`src/rtl/host_message_handler.sv`:
```
// host_message_handler
//
// Byte-stream front end for a syndrome decoder core. The host opens a session with
// START_DECODING_MSG, then sends MEASUREMENT_DATA_HEADER followed by TOTAL_BYTES of
// byte-padded measurement data (each round padded up to a whole number of bytes).
// The pad bits are stripped into the dense `measurements` vector, the core is started,
// and when it finishes a response is streamed back: the iteration count, optionally
// followed by a 16-bit cycle count (MSB first). After a response the block waits for
// the next header; the session stays open.
//
// Build option:
//   HOST_CYCLE_COUNT_EN  defined   -> cycle counter built, 3-byte response
//                        undefined -> no cycle counter, 1-byte response
//
// Ports:
//   clk              single clock, all logic on posedge
//   reset            synchronous, active-high
//   input_data       host byte         (valid/ready handshake with input_valid/input_ready)
//   input_valid      input_data valid
//   input_ready      byte accepted when valid & ready
//   output_data      response byte     (valid/ready handshake with output_valid/output_ready)
//   output_valid     output_data valid
//   output_ready     host accepts response byte
//   measurements     unpadded syndrome vector to the decoder core
//   decoder_start    one-cycle start pulse to the core
//   decoder_done     one-cycle completion pulse from the core
//   iteration_count  core iteration count, valid with decoder_done
module host_message_handler #(
  parameter int unsigned GRID_WIDTH_X            = 6,
  parameter int unsigned GRID_WIDTH_Z            = 2,
  parameter int unsigned GRID_WIDTH_U            = 5,
  parameter logic [7:0]  START_DECODING_MSG      = 8'h01,
  parameter logic [7:0]  MEASUREMENT_DATA_HEADER = 8'h02,
  localparam int unsigned PPR         = GRID_WIDTH_X * GRID_WIDTH_Z,
  localparam int unsigned BPR         = (PPR + 7) / 8,
  localparam int unsigned TOTAL_BYTES = BPR * GRID_WIDTH_U,
  localparam int unsigned PU_COUNT    = PPR * GRID_WIDTH_U
) (
  input  logic                clk,
  input  logic                reset,
  input  logic [7:0]          input_data,
  input  logic                input_valid,
  output logic                input_ready,
  output logic [7:0]          output_data,
  output logic                output_valid,
  input  logic                output_ready,
  output logic [PU_COUNT-1:0] measurements,
  output logic                decoder_start,
  input  logic                decoder_done,
  input  logic [7:0]          iteration_count
);

  localparam int unsigned CntW = (TOTAL_BYTES > 1) ? $clog2(TOTAL_BYTES) : 1;
  localparam logic [CntW-1:0] LastByte = CntW'(TOTAL_BYTES - 1);

  typedef enum logic [2:0] {
    StIdle    = 3'd0,
    StWaitHdr = 3'd1,
    StLoad    = 3'd2,
    StLaunch  = 3'd3,
    StRun     = 3'd4,
    StTxIter  = 3'd5
`ifdef HOST_CYCLE_COUNT_EN
    ,
    StTxCycHi = 3'd6,
    StTxCycLo = 3'd7
`endif
  } state_e;

  // Position of dense measurement bit m inside the padded byte stream.
  function automatic int unsigned pad_index(input int unsigned m);
    return (m / PPR) * BPR * 8 + (m % PPR);
  endfunction

  function automatic logic [CntW-1:0] pad_byte(input int unsigned m);
    return CntW'(pad_index(m) / 8);
  endfunction

  function automatic logic [2:0] pad_bit(input int unsigned m);
    return 3'(pad_index(m) % 8);
  endfunction

  state_e                state_q, state_d;
  logic [CntW-1:0]       byte_cnt_q, byte_cnt_d;
  logic [PU_COUNT-1:0]   meas_q, meas_d;
  logic [7:0]            iter_q, iter_d;
`ifdef HOST_CYCLE_COUNT_EN
  logic [15:0]           cyc_q, cyc_d;
`endif

  always_comb begin
    state_d       = state_q;
    byte_cnt_d    = byte_cnt_q;
    meas_d        = meas_q;
    iter_d        = iter_q;
`ifdef HOST_CYCLE_COUNT_EN
    cyc_d         = cyc_q;
`endif
    input_ready   = 1'b0;
    output_valid  = 1'b0;
    output_data   = 8'h00;
    decoder_start = 1'b0;

    // input_ready is a pure function of state, so the handshake terms below use the
    // raw valid/ready inputs inside the states where the partner side is ready.
    unique case (state_q)
      StIdle: begin
        input_ready = 1'b1;
        if (input_valid && input_data == START_DECODING_MSG) state_d = StWaitHdr;
      end
      StWaitHdr: begin
        input_ready = 1'b1;
        if (input_valid && input_data == MEASUREMENT_DATA_HEADER) begin
          state_d    = StLoad;
          byte_cnt_d = '0;
          meas_d     = '0;
        end
      end
      StLoad: begin
        input_ready = 1'b1;
        if (input_valid) begin
          // Scatter the current byte into every dense bit it feeds; pad bits have no
          // dense destination and fall away.
          for (int unsigned m = 0; m < PU_COUNT; m++) begin
            if (pad_byte(m) == byte_cnt_q) meas_d[m] = input_data[pad_bit(m)];
          end
          if (byte_cnt_q == LastByte) begin
            state_d = StLaunch;
          end else begin
            byte_cnt_d = byte_cnt_q + 1'b1;
          end
        end
      end
      StLaunch: begin
        decoder_start = 1'b1;
`ifdef HOST_CYCLE_COUNT_EN
        cyc_d         = '0;
`endif
        state_d       = StRun;
      end
      StRun: begin
`ifdef HOST_CYCLE_COUNT_EN
        // Counts every RUN cycle including the one carrying decoder_done.
        if (cyc_q != 16'hFFFF) cyc_d = cyc_q + 16'd1;
`endif
        if (decoder_done) begin
          iter_d  = iteration_count;
          state_d = StTxIter;
        end
      end
      StTxIter: begin
        output_valid = 1'b1;
        output_data  = iter_q;
`ifdef HOST_CYCLE_COUNT_EN
        if (output_ready) state_d = StTxCycHi;
`else
        if (output_ready) state_d = StWaitHdr;
`endif
      end
`ifdef HOST_CYCLE_COUNT_EN
      StTxCycHi: begin
        output_valid = 1'b1;
        output_data  = cyc_q[15:8];
        if (output_ready) state_d = StTxCycLo;
      end
      StTxCycLo: begin
        output_valid = 1'b1;
        output_data  = cyc_q[7:0];
        if (output_ready) state_d = StWaitHdr;
      end
`endif
      default: state_d = StIdle;
    endcase
  end

  always_ff @(posedge clk) begin
    if (reset) begin
      state_q    <= StIdle;
      byte_cnt_q <= '0;
      meas_q     <= '0;
      iter_q     <= '0;
`ifdef HOST_CYCLE_COUNT_EN
      cyc_q      <= '0;
`endif
    end else begin
      state_q    <= state_d;
      byte_cnt_q <= byte_cnt_d;
      meas_q     <= meas_d;
      iter_q     <= iter_d;
`ifdef HOST_CYCLE_COUNT_EN
      cyc_q      <= cyc_d;
`endif
    end
  end

  assign measurements = meas_q;

endmodule

```
`config.mk`:
```
export PLATFORM = sky130hd
export DESIGN_NAME = host_message_handler
export DESIGN_NICKNAME = d
export VERILOG_FILES = /design/src/rtl/host_message_handler.sv
export SDC_FILE = /design/constraint.sdc
export NUM_CORES = 1
export LEC_CHECK = 0
export BUFFER_PORTS_ARGS = -buffer_cell sky130_fd_sc_hd__buf_4
export CAP_MARGIN = 10
export CORE_MARGIN = 4
export CORE_UTILIZATION = 35
export DETAILED_ROUTE_END_ITERATION = 16
export PLACE_DENSITY_LB_ADDON = 0.08
export SETUP_SLACK_MARGIN = 0.15
export SLEW_MARGIN = 15
export SYNTH_ARGS = -nofsm -noshare
export SYNTH_HDL_FRONTEND = slang
export SYNTH_SLANG_ARGS = --single-unit
```
`constraint.sdc`:
```
create_clock -name clk -period 2.1 [get_ports clk]
set_clock_uncertainty 0.1 [all_clocks]
set_input_delay 0.21 -clock clk [delete_from_list [all_inputs] [get_ports clk]]
set_output_delay 0.21 -clock clk [all_outputs]
set_load 0.05 [all_outputs]
```
==> impl_results.md <==
- Area growth syn-to-layout: 34.83%
- Max-slew violations: 0
- Most frequent cell after synthesis: dfxtp_1
- Remaining DRCs: 0
- Vias in the first global route: between 3000 and 4000
- Area leader, netlist: dfxtp_1
- Setup crit end kind: flip-flop
- Relative slew slack: 57.14%
- Mapped cell area: 3682 sq um
- Synth Warn #: 0
- Post-synthesis sequential area ratio: 40.77%
- Die height: 110.6 um
- Die Footprint: between 10000 and 15000 sq um
- Via/cell ratio: 5.466
- Final wirelength: between 10000 and 15000 um
- Clock edge transition at the registers on the reported setup and hold paths: 0.09 ns
- Critical Path AT: 2.01 ns
- Commonest cells post-synth: 75 x dfxtp_1, 59 x a21oi_1, 48 x nand3_1
- Max clock buf depth: 2
- Crit path cell chain: or3b_4 > a21oi_4 > mux2i_1 > a21oi_1
- CTS H-tree lvls: 3
- IO Count: 92
- Unrepaired setup endpoints after global routing: true
- Worst Setup Path Type: reg -> reg
- Total GRT Usage: 18.07%
- Antenna-violating nets left: 0
- Startpoint types: flip-flop
- Status: finished clean
- Syn avg cell area: 8.830 sq um
- Row cnt: 37
- Crit Path Max Fanout: 12
- Final period util: between 80% and 90%
- Yosys reg bits: 75
- Min Tclk post-route: 1.882 ns
- Placeable Area: between 10000 and 15000 sq um
- Final Hold Violating Endpoints: 0
- Data required time of the worst path: 2.23 ns
- Synth area leaders: dfxtp_1 41%, mux2i_1 11%, a21oi_1 8.0%
- CTS root buffer: clkbuf_8
- Dpl hpwl: 7899 um
- Cell Pwr Density: 545.4 nW/um^2
- Fill cells: 1061
- Total nets after synthesis: 442
- Async set-reset flop share out of synthesis: 0%
- Ys flop type: dfxtp_1
- Slowest Stage Delay on Critical Path: 0.52 ns
- Fmax achieved: 0.5314 GHz
- Synthesized instance count: between 400 and 500
- Fin nets: 539
- Post-synth EDFFs: 0
- Worst-margin pin slew: approximately 0.64 ns
- Detailed-route via count: 3580
- First-pass GRT wire length: 18430 um
- Final setup vio count: 0
- Clk Latency, worst-skew pair: about 0.35 ns
- DR pass1 iterations: 5
- Initial core utilization: 35.83%
- Setup TNS Final: 0 ns
- Layout cells sized above 1: 30.83%
- Pleak: 0.001821 uW
- VDD IR max: ~330 uV
- Iteration-0 DRC Markers: 264
- Congestion Overflow GR: 0
- N_diodes: 0
- Port bufs: 91
- Hold Path Class: in -> reg
- Final Wtd Congestion: ~0.86
- Area share of the largest cell type after synthesis: 40.77%
- CTS buffer count: 9
- Number of library cell types mapped by synthesis: 48
- Initial antenna violation count: 0
- Chip width: 110.6 um
- CTS Sinks: 75
- Largest net degree at the start of global routing: 53
- Final hold slack: 0.03719 ns
- Max-cap viol count: 0
- Slowest CP cell: or3b_4
- Routed wire per std cell: 17.50 um
- CTS tree: built
-- layer usage --
layer	share of wire, %	global-route usage [%]	up-vias
li1	-	-	1745
met1	48	25.43	1716
met2	46	28.11	110
met3	5.0	4.164	9
met4	0.99	4.187	0
met5	0	0	-
-- state kept, by name (all words and copies together), names as in the netlist --
register,flops
byte_cnt_q,4
iter_q,8
measurements,60
state_q,3
-- cells by family after synthesis --
group                    share of synthesized area [%]
AND/OR/NAND/NOR                                  21.00
AO/OA/AOI/OAI                                    19.88
flip-flops                                       40.77
buffers and inverters                            5.878
multiplexers                                     10.87
adder cells (fa/ha/maj)                          1.359
XOR/XNOR                                        0.2379
-- layout make-up --
class,instances,area [sq um],share of cell area [%]
clock buffer,10,137.6,2.772
inverter,10,41.29,0.8317
timing repair buffer,129,1041,20.97
multi-input combinational,289,1998,40.25
clock inverter,6,71.32,1.436
tap,136,170.2,3.427
sequential,75,1505,30.32
-- per-stage QoR --
step	instances	util, %	cell area, sq um	total power [uW]	setup WS (ns)
CTS	651	47.42	4873	2748	0.1502
floorplan	417	-	3684	1491	0.1981
global route	655	48.31	4965	2814	0.1469
detailed placement	627	44.52	4576	1548	0.1834
finish	655	48.31	4965	2708	0.2183
global placement	627	44.52	4576	1547	0.2213
-- final timing paths --
| kind | slack [ns] | end | cells past startpoint | startpoint |
|---|---|---|---|---|
| setup / recovery | 0.22 | measurements[5]$_SDFFE_PP0P_ | 4 | state_q[1]$_SDFFE_PP0P_ |
| hold / removal | 0.04 | measurements[59]$_SDFFE_PP0P_ | 2 | input_data[3] |
| setup reg to reg | 0.22 | measurements[5]$_SDFFE_PP0P_ | 4 | state_q[1]$_SDFFE_PP0P_ |
| hold reg to reg | 0.38 | measurements[20]$_SDFFE_PP0P_ | 2 | measurements[20]$_SDFFE_PP0P_ |
-- critical path, delay by kind of cell (launching register included) --
family | cells | cell delay (ns)
DFF | 1 | 0.42
muxes | 1 | 0.24
AOI/OAI and AO/OA | 2 | 0.47
and+or+nand+nor | 1 | 0.52
-- placed cells by master (no fill, tap or decap), drive strengths merged, types with 3 or more instances in the layout --
cell / count
buf: 121
dfxtp: 75
a21oi: 62
nand3: 48
mux2i: 40
nand4: 18
nor2: 17
nand2: 13
and3: 11
a32oi: 10
clkbuf: 10
inv: 10
and2: 10
o221ai: 8
dlygate4sd3: 8
o32ai: 5
nor3: 5
a22oi: 4
a22o: 4
ha: 4
a31oi: 4
clkinvlp: 3
o31ai: 3
-- power breakdown --
group,switching [uW],internal (uW)
Sequential,0.104,1420
Clock,589,592
Combinational,59.9,46.0
-- repair_timing --
| item | 4_1_cts | 5_1_grt |
|---|---|---|
| setup buffers | 0 | 4 |
| gates cloned | 0 | 0 |
| resized for setup | 3 | 13 |
| setup endpoints to repair | 9 | 32 |
| hold endpoints to repair | 8 | 0 |
| hold buffers | 8 | 0 |
Power figures use the tool's default switching activity.
